`config.mk`:
```
export PLATFORM = sky130hd
export DESIGN_NAME = csa9_accum
export DESIGN_NICKNAME = d
export VERILOG_FILES = /design/src/rtl/csa9_accum.sv
export SDC_FILE = /design/constraint.sdc
export NUM_CORES = 1
export LEC_CHECK = 0
export ABC_CLOCK_PERIOD_IN_PS = 5000
export BUFFER_PORTS_ARGS = -buffer_cell sky130_fd_sc_hd__buf_4
export CORE_ASPECT_RATIO = 0.8
export CORE_MARGIN = 4
export CORE_UTILIZATION = 41
export DETAILED_ROUTE_END_ITERATION = 8
export GPL_TIMING_DRIVEN = 0
export HOLD_SLACK_MARGIN = 0.12
export PLACE_DENSITY_LB_ADDON = 0.2
export SYNTH_ARGS = -nofsm -noshare
export SYNTH_HDL_FRONTEND = slang
export SYNTH_SLANG_ARGS = --single-unit
```
`constraint.sdc`:
```
create_clock -name clk -period 5 [get_ports clk]
set_input_delay 0.75 -clock clk [delete_from_list [all_inputs] [get_ports clk]]
set_output_delay 0.75 -clock clk [all_outputs]
set_load 0.1 [all_outputs]
```
`src/rtl/csa9_accum.sv`:
```
// csa9_accum: accumulates NSAMP unsigned 9-bit samples into a 9-bit sum
// built from a 3-block carry-select adder, then holds the result behind a
// valid/ready handshake until it is consumed.
//
// Parameters:
//   NSAMP      samples summed per result (1..255)
// Ports:
//   clk        clock, rising edge
//   rst_n      asynchronous active-low reset
//   clr        synchronous clear of all accumulation state (highest priority)
//   in_valid   in_data carries a valid sample
//   in_ready   block accepts a sample this cycle (state ACC)
//   in_data    9-bit unsigned sample
//   out_valid  out_sum/out_ovf hold a completed result (state DONE)
//   out_ready  downstream consumes the result this cycle
//   out_sum    accumulated 9-bit sum
//   out_ovf    sticky carry-out flag for the current result
// Build option:
//   CSA9_ACCUM_SAT_EN  when defined, a carry-out saturates the sum to 9'h1FF;
//                      otherwise the sum wraps modulo 512.
module csa9_accum #(
  parameter int unsigned NSAMP = 8
) (
  input  logic       clk,
  input  logic       rst_n,
  input  logic       clr,
  input  logic       in_valid,
  output logic       in_ready,
  input  logic [8:0] in_data,
  output logic       out_valid,
  input  logic       out_ready,
  output logic [8:0] out_sum,
  output logic       out_ovf
);

  typedef enum logic {ST_ACC, ST_DONE} state_e;

  localparam logic [7:0] CNT_LAST = 8'(NSAMP - 1);

  state_e     state_q, state_d;
  logic [8:0] acc_q, acc_d;
  logic       ovf_q, ovf_d;
  logic [7:0] cnt_q, cnt_d;

  logic       xfer;
  logic       last;

  // Carry-select adder, 3-bit blocks. Block 0 has carry-in 0; blocks 1 and 2
  // precompute both carry-in cases and the incoming carry picks one.
  logic [3:0] blk0;
  logic [3:0] blk1_c0, blk1_c1;
  logic [3:0] blk2_c0, blk2_c1;
  logic       c3, c6;
  logic [8:0] add_sum;
  logic       add_co;

  assign blk0    = {1'b0, acc_q[2:0]} + {1'b0, in_data[2:0]};
  assign blk1_c0 = {1'b0, acc_q[5:3]} + {1'b0, in_data[5:3]};
  assign blk1_c1 = {1'b0, acc_q[5:3]} + {1'b0, in_data[5:3]} + 4'd1;
  assign blk2_c0 = {1'b0, acc_q[8:6]} + {1'b0, in_data[8:6]};
  assign blk2_c1 = {1'b0, acc_q[8:6]} + {1'b0, in_data[8:6]} + 4'd1;

  assign c3           = blk0[3];
  assign add_sum[2:0] = blk0[2:0];
  assign add_sum[5:3] = c3 ? blk1_c1[2:0] : blk1_c0[2:0];
  assign c6           = c3 ? blk1_c1[3]   : blk1_c0[3];
  assign add_sum[8:6] = c6 ? blk2_c1[2:0] : blk2_c0[2:0];
  assign add_co       = c6 ? blk2_c1[3]   : blk2_c0[3];

  assign xfer = in_valid && in_ready;
  assign last = (cnt_q == CNT_LAST);

  // State register
  always_ff @(posedge clk or negedge rst_n) begin
    if (!rst_n) begin
      state_q <= ST_ACC;
    end else begin
      state_q <= state_d;
    end
  end

  // Next-state logic
  always_comb begin
    state_d = state_q;
    if (clr) begin
      state_d = ST_ACC;
    end else begin
      unique case (state_q)
        ST_ACC:  if (xfer && last) state_d = ST_DONE;
        ST_DONE: if (out_ready)    state_d = ST_ACC;
        default: state_d = ST_ACC;
      endcase
    end
  end

  // Output logic
  always_comb begin
    in_ready  = (state_q == ST_ACC);
    out_valid = (state_q == ST_DONE);
    out_sum   = acc_q;
    out_ovf   = ovf_q;
  end

  // Accumulator next-state
  always_comb begin
    acc_d = acc_q;
    ovf_d = ovf_q;
    cnt_d = cnt_q;
    if (clr) begin
      acc_d = '0;
      ovf_d = 1'b0;
      cnt_d = '0;
    end else if (state_q == ST_DONE) begin
      if (out_ready) begin
        acc_d = '0;
        ovf_d = 1'b0;
        cnt_d = '0;
      end
    end else if (xfer) begin
`ifdef CSA9_ACCUM_SAT_EN
      // 9'h1FF plus any nonzero sample carries out, so saturation sticks.
      acc_d = add_co ? '1 : add_sum;
`else
      acc_d = add_sum;
`endif
      ovf_d = ovf_q | add_co;
      cnt_d = last ? '0 : cnt_q + 8'd1;
    end
  end

  always_ff @(posedge clk or negedge rst_n) begin
    if (!rst_n) begin
      acc_q <= '0;
      ovf_q <= 1'b0;
      cnt_q <= '0;
    end else begin
      acc_q <= acc_d;
      ovf_q <= ovf_d;
      cnt_q <= cnt_d;
    end
  end

endmodule
```
After elaboration in Yosys (flattened, before gate mapping)
Index checks and enable logic that the tools add are counted.
{"block": "totals", "reg_bits": 19, "inputBits": 14, "out_inout_bits": 12, "wordCells": 39}
{"block": "op_classes", "bitwise": 2, "reduce_logical": 4, "add_sub_neg": 6, "n_mux": 21, "n_eq_ne": 2}
{"operator": "8-bit 2-to-1 mux", "n": 5}
{"operator": "9-bit 2-to-1 mux", "n": 4}
{"operator": "3-bit by 3-bit adder with 4-bit output", "n": 3}
{"operator": "1-bit 2-to-1 mux", "n": 9}
{"operator": "4-bit by 1-bit adder with 4-bit output (second input constant)", "n": 2}
{"operator": "8-bit by 1-bit adder with 8-bit output (second input constant)", "n": 1}
{"operator": "8-bit by 3-bit equality test with 1-bit output (second input constant)", "n": 1}
{"operator": "3-bit 2-to-1 mux", "n": 2}
{"operator": "3-bit inequality test (second input constant)", "n": 1}
{"operator": "3-bit nonzero test", "n": 1}
{"operator": "1-bit logical AND", "n": 2}
{"operator": "1-bit one-hot mux with 2 select lines", "n": 1}
{"operator": "2-bit AND reduction", "n": 1}
{"operator": "1-bit inverter", "n": 1}
{"operator": "1-bit bitwise OR", "n": 1}

Logic depth before layout (Yosys ltp)
Gate-level depths: netlist of the first run.
{"block": "depth", "ltp_word": 8, "depth_mapped": 7}

Worst setup path after synthesis of the first run
No wires, ideal clock.
{"block": "synth_timing", "kind": "reg-to-reg", "from": "register acc_q[3], in the netlist out_sum[3]", "to": "register acc_q[8], in the netlist out_sum[8]", "synth_period_minus_slack_ns": 2.603, "n_path_buf": 0, "setup_time_ns": 0.095, "path_stages_with_launch": 8, "path_slack_ns": 2.397, "required_ns": 4.905, "t_arrival_ns": 2.507, "cell_sequence": "dfrtp_1 ha_1 fa_1 nand2_1 a211oi_1 xnor2_1 a21oi_1 o31ai_1"}
{"block": "synth_between", "elab_chain_cells": 7}
{"item": "from (decl)", "line": "41", "rtl": "logic [8:0] acc_q, acc_d;"}
{"item": "from (signal assigned)", "line": "133", "rtl": "acc_q <= '0;"}
{"item": "from (signal assigned)", "line": "137", "rtl": "acc_q <= acc_d;"}
{"item": "3-bit by 3-bit adder with 4-bit output *", "line": "58, 59"}
{"item": "4-bit by 1-bit adder with 4-bit output", "line": "59", "rtl": "assign blk1_c1 = {1'b0, acc_q[5:3]} + {1'b0, in_data[5:3]} + 4'd1;"}
{"item": "1-bit 2-to-1 mux *", "line": "66", "rtl": "assign c6 = c3 ? blk1_c1[3] : blk1_c0[3];"}
{"item": "3-bit 2-to-1 mux *", "line": "67", "rtl": "assign add_sum[8:6] = c6 ? blk2_c1[2:0] : blk2_c0[2:0];"}
{"item": "9-bit 2-to-1 mux *", "line": "119", "rtl": "end else if (xfer) begin"}
{"item": "9-bit 2-to-1 mux *", "line": "113", "rtl": "end else if (state_q == ST_DONE) begin"}
{"item": "9-bit 2-to-1 mux *", "line": "109", "rtl": "if (clr) begin"}
Every way passes the cells marked *; elsewhere a longest branch is shown, timed or not. The select of a mux whose other input is x is not followed.
A chain may end at the register's enable or synchronous reset.

Worst setup path in the final report of the first run
{"block": "layout_timing", "from": "input port in_data[3]", "to": "register acc_q[8], in the netlist out_sum[8]"}
{"block": "layout_between", "elab_chain_cells": 7}
{"item": "from (decl)", "line": "29", "rtl": "input logic [8:0] in_data,"}
{"item": "3-bit by 3-bit adder with 4-bit output *", "line": "58, 59"}
{"item": "4-bit by 1-bit adder with 4-bit output", "line": "59"}
{"item": "1-bit 2-to-1 mux *", "line": "66"}
{"item": "3-bit 2-to-1 mux *", "line": "67"}
{"item": "9-bit 2-to-1 mux *", "line": "119"}
{"item": "9-bit 2-to-1 mux *", "line": "113"}
{"item": "9-bit 2-to-1 mux *", "line": "109"}
Marked as above.

==> out/results.ini, run 1 <==
[outcome]
outcome=finished clean

[clock_tree]
cts_setup_buffers=0
clkTransAtPathRegs_ps=70
cts_buffer_depth=2
cts_resized=0
clock_sinks=19
clock_latency_ps=260
cts_tree=yes
clock-root-buffer=clkbuf_8
holdBufCountCts=0
cts_buffers=3
htree_levels=1

[grt]
grt_pass1_vias=979
grt_max_degree=20
grt_overflow=0
grt_pass1_wl_um=4440
antenna_found_initial=0
grt_usage_pct=13.6

[layout]
areaGrowthSynthToFinish_pct=22.9
nNetsFinal=179
diodes=0
final_common_cell=buf_4
drive_gt1_share_pct=23.6
fillerInstances=281
final_cell_mix=buf_4 (25), dfrtp_1 (19), nand2_1 (14)

[synthesis]
syn_area_mm2=0.00123
postSynthCellCount=119
syn_area_per_cell_um2=10.3
synth_cell_types=34
synth_seq_area_share_pct=38.7
syn_nets=149
ys_warn_count=0
synth-seq-cells=19

[power_and_ir_drop]
p_leak_nw=0.738
ir_drop_v=0.000229
p_total_mw=0.521
power_density_mw_per_mm2=345

[floorplan]
core_mm2=0.00281
die-area_mm2=0.00394
die_h_um=57.0
fp-row-count=17
dieWidth_um=69.2
start_util_pct=43.8
ioPinCount=26

[worst_setup_path]
end_kind=flip-flop
cp_max_fo=6
crit_chain=buf_4 -> ha_1 -> fa_1 -> nand2_1 -> a211oi_1 -> xnor2_1 -> a21oi_1 -> o31ai_1
crit_arrival_ps=2620
start_kind=primary input
crit_type=primary input to flip-flop
required_ps=5170
critPathMaxStageDelay_ps=530
crit_slowest_cell=fa_1

[sta]
drv_slew=0
tightest_slew_ps=573
fmax_ghz=0.409
final.setup.tns_ps=0
relSlewSlack_pct=61.4
hold_violations=0
period_share_pct=49.0
finalSetupViolCount=0
fin_crit_ps=2450
finClkSkew_ps=3.30
rsz0062_at_grt=false

[routing]
dr.pass1.iters=4
vias=935
vias_per_cell=5.03
totalWireLength_um=2430
drc=0
antenna_left=0
wl_per_cell_um=13.1
drt-initial-drc-count=26

[placed_design]
hpwl_um=1910
port_buffers=25
place.gp.congestion=0.781

[hold_path]
holdCritPathClass=primary input to asynchronous set/reset pin

[job]
maxCapViolations=0

==> flip-flops by register name, indices dropped and copies added (netlist names) <==
name and cells:
out_sum 9, cnt_q 8, out_ovf 1, out_valid 1
==> where the power goes <==
part / internal [mW] / switching [mW]
clock: 0.0555 / 0.0523
sequential: 0.168 / 0.0141
combinational: 0.0705 / 0.161
total: 0.294 / 0.227
==> metrics by stage <==
step	util, %	cell area [µm²]	hold slack, ps	setup slack, ps	cells
3_5_place_dp	52.1	1460	507	2280	182
4_1_cts	53.8	1510	354	2560	186
2_1_floorplan	-	1230	454	2400	119
3_3_place_gp	52.1	1460	494	2250	182
5_1_grt	53.8	1510	360	2380	186
6_report	53.8	1510	346	2550	186
==> logic make-up (layout without fill, tap and decap cells) <==
kind of cell / after synthesis / after routing / share of synthesized area (%)
xor+xnor: 13 / 13 / 9.27
mux: 2 / 2 / 1.63
fa+ha+maj: 16 / 16 / 18.1
simple gates: 40 / 40 / 16.9
buf+inv: 6 / 35 / 2.44
flops: 19 / 19 / 38.7
compound gates: 23 / 23 / 12.9
==> synth_stat cells <==
cell type | n | area [µm²]
a211o_1 | 1 | 8.76
a211oi_1 | 1 | 7.51
a21o_1 | 2 | 15.0
a21oi_1 | 5 | 25.0
a21oi_2 | 1 | 8.76
a22o_1 | 2 | 17.5
a2bb2oi_1 | 1 | 8.76
and2_1 | 2 | 12.5
and2_4 | 1 | 8.76
and3_1 | 2 | 12.5
buf_6 | 1 | 11.3
clkbuf_1 | 1 | 3.75
dfrtp_1 | 19 | 475
fa_1 | 3 | 60.1
ha_1 | 13 | 163
inv_1 | 4 | 15.0
mux2i_1 | 2 | 20.0
nand2_1 | 14 | 52.6
nand2b_4 | 1 | 13.8
nand3_1 | 5 | 25.0
nand4_1 | 1 | 6.26
nor2_1 | 6 | 22.5
nor2_2 | 1 | 6.26
nor2b_1 | 2 | 12.5
nor3_1 | 2 | 10.0
nor3b_1 | 1 | 7.51
o21ai_0 | 7 | 35.0
o31ai_1 | 1 | 7.51
o41ai_1 | 1 | 8.76
o41ai_2 | 1 | 16.3
or4_1 | 1 | 7.51
or4b_1 | 1 | 10.0
xnor2_1 | 7 | 61.3
xor2_1 | 6 | 52.6
==> worst paths after layout <==
| kind | start | end | slack (ps) | cells after the start |
|---|---|---|---|---|
| min | rst_n | out_sum[1]$_DFFE_PN0P_ | 350 | 1 |
| min reg2reg | out_ovf$_DFFE_PN0P_ | out_ovf$_DFFE_PN0P_ | 510 | 2 |
| max in group asynchronous | rst_n | cnt_q[0]$_DFFE_PN0P_ | 4450 | 1 |
| min in group clk | out_ovf$_DFFE_PN0P_ | out_ovf$_DFFE_PN0P_ | 510 | 2 |
| max reg2reg | out_sum[3]$_DFFE_PN0P_ | out_sum[8]$_DFFE_PN0P_ | 2740 | 7 |
| max | in_data[3] | out_sum[8]$_DFFE_PN0P_ | 2550 | 8 |
==> final cells by class <==
cell class              count  area, µm²  area share (%)
multi-input cells          94        723            47.9
repair buffers             25        188            12.4
clock inverters             1       5.00           0.331
clock buffers               3       41.3            2.73
flip-flops and latches     19        475            31.5
well taps                  38       47.5            3.15
plain buffers               2       15.0           0.994
inverters                   4       15.0           0.994
==> worst max-delay path: cells and delay by family <==
kind,cells,cell delay [ps]
xor+xnor,1,320
compound gates,3,630
simple gates,1,70
buf+inv,1,120
fa+ha+maj,2,730
==> per-layer routing <==
layer	vias up	global-route usage (%)	share of wire [%]
li1	476	-	-
met1	430	18.6	51
met2	24	20.5	40
met3	5	5.81	7.4
met4	0	2.51	0.86
met5	-	0	0
(Power assumes the default switching activity.)
==> run 2: changes to the inputs <==
Settings changed: ABC_CLOCK_PERIOD_IN_PS 5000 to 2000.
Clock period 5 ns to 2 ns, I/O delays scaled along.
==> run 2 against run 1 <==
- the run now ends with negative setup slack left
- register-to-register slack worse by 2900 ps
- critical path type is now flip-flop to flip-flop
- critical endpoint is now out_ovf$_DFFE_PN0P_
- count of clock-buffer cells in the layout up 1
- clock power up 140%
- worst setup slack worse by 2700 ps
==> out/results.ini, run 2 (same netlist as run 1, synthesis figures left out) <==
[power_and_ir_drop]
p_total_mw=1.40
p_leak_nw=0.769
power_density_mw_per_mm2=856
ir_drop_v=0.000495

[sta]
relSlewSlack_pct=62.8
tightest_slew_ps=553
final.setup.worst_slack_ps=-142
fmax_ghz=0.467
drv_slew=0
final.setup.tns_ps=-488
period_share_pct=107
fin_crit_ps=2140
rsz0062_at_grt=true
hold_violations=0
finClkSkew_ps=0.824
finalSetupViolCount=4

[placed_design]
placedCellCount=182
hpwl_um=2020
place.gp.congestion=0.772
port_buffers=25

[outcome]
outcome=finished, violations left
violations=negative setup slack

[grt]
grt_pass1_vias=1050
antenna_found_initial=0
grt_overflow=0
grt_max_degree=20
grt_usage_pct=15.1
grt_pass1_wl_um=4840

[floorplan]
dieWidth_um=69.2
ioPinCount=26
die-area_mm2=0.00394
core_mm2=0.00281
die_h_um=57.0
start_util_pct=43.8
fp-row-count=17

[clock_tree]
cts_buffer_depth=2
cts_tree=yes
clock_sinks=19
clkTransAtPathRegs_ps=70
cts_buffers=3
clock-root-buffer=clkbuf_8
htree_levels=1
clock_latency_ps=250

[worst_setup_path]
required_ps=2190
ff2ff_setup_slack_ps=-140
crit_slowest_cell=fa_2
start_kind=flip-flop
crit_chain=ha_4 -> fa_2 -> nand2_2 -> a211oi_4 -> xnor2_2 -> buf_4 -> a211o_1 -> nand3_1
cp_max_fo=5
crit_type=flip-flop to flip-flop
critPathTopFamily=adder cells
crit_buf_inv=1
end_kind=flip-flop
crit_arrival_ps=2330
critPathMaxStageDelay_ps=530

[routing]
antenna_left=0
wl_per_cell_um=13.9
vias=986
dr.pass1.iters=4
drt-initial-drc-count=26
totalWireLength_um=2650
drc=0
vias_per_cell=5.16

[layout]
nNetsFinal=184
multi_input_area_um2=796
fillerInstances=253
final_cell_mix=buf_4 (29), nand2_1 (13), ha_1 (12), dfrtp_1 (12), nor2_1 (6)
diodes=0
drive_gt1_share_pct=35.9
register_area_um2=489
areaGrowthSynthToFinish_pct=33.1
final_cells=191
final_common_cell=buf_4
largest_register_ffs=9

[hold_path]
holdCritPathClass=primary input to flip-flop

[job]
maxCapViolations=0

run 2: cell types whose count changed in the layout (fill, tap and decap cells not counted), sizes merged:
cell and change:
clkinv -1, dlygate4sd3 +1, clkbuf +1, buf +4
run 2: timing repair:
item | in CTS | in global routing
hold buffers | 1 | 0
endpoints found under the hold margin | 19 | 0
resized for setup | 7 | 4
buffers inserted | 4 | 0
pin swaps | 5 | 2
setup endpoints to repair | 4 | 5
run 2: area by class of cell:
type	instances	area share (%)
flip-flops and latches	19	29.9
plain buffers	2	0.918
repair buffers	30	13.9
well taps	38	2.91
inverters	4	0.918
multi-input cells	94	48.7
clock buffers	4	2.75
run 2: where the power goes:
part	internal, mW	switching [mW]	leakage, nW
registers	0.425	0.0368	0.247
logic	0.229	0.445	0.500
clock network	0.141	0.122	0.0228
run 2: worst paths after layout:
path / start / endpoint / cells after the start
setup / recovery: out_sum[3]$_DFFE_PN0P_ / out_ovf$_DFFE_PN0P_ / 8
hold / removal: clr / out_valid$_DFF_PN0_ / 2
setup reg to reg: out_sum[3]$_DFFE_PN0P_ / out_ovf$_DFFE_PN0P_ / 8
hold reg to reg: out_sum[2]$_DFFE_PN0P_ / out_sum[2]$_DFFE_PN0P_ / 2
max in group asynchronous: rst_n / out_valid$_DFF_PN0_ / 2
min in group asynchronous: rst_n / out_sum[3]$_DFFE_PN0P_ / 2
run 2: per-layer routing:
layer  track usage, %  routed length (µm)
met5                0                   0
met4             1.67                  14
met3             4.75                 163
met2             25.4                1200
met1             19.8                1270
run 2: stage by stage:
stage                     instance area [µm²]  util [%]  hold WS, ps  setup slack, ps
after CTS                                1620      57.5          220             -148
after floorplan                          1270         -         4.41             -262
after detailed placement                 1510      53.8          190             -233
after global placement                   1510      53.8          191             -221
final                                    1640      58.2          225             -142
after global routing                     1640      58.2          224             -239
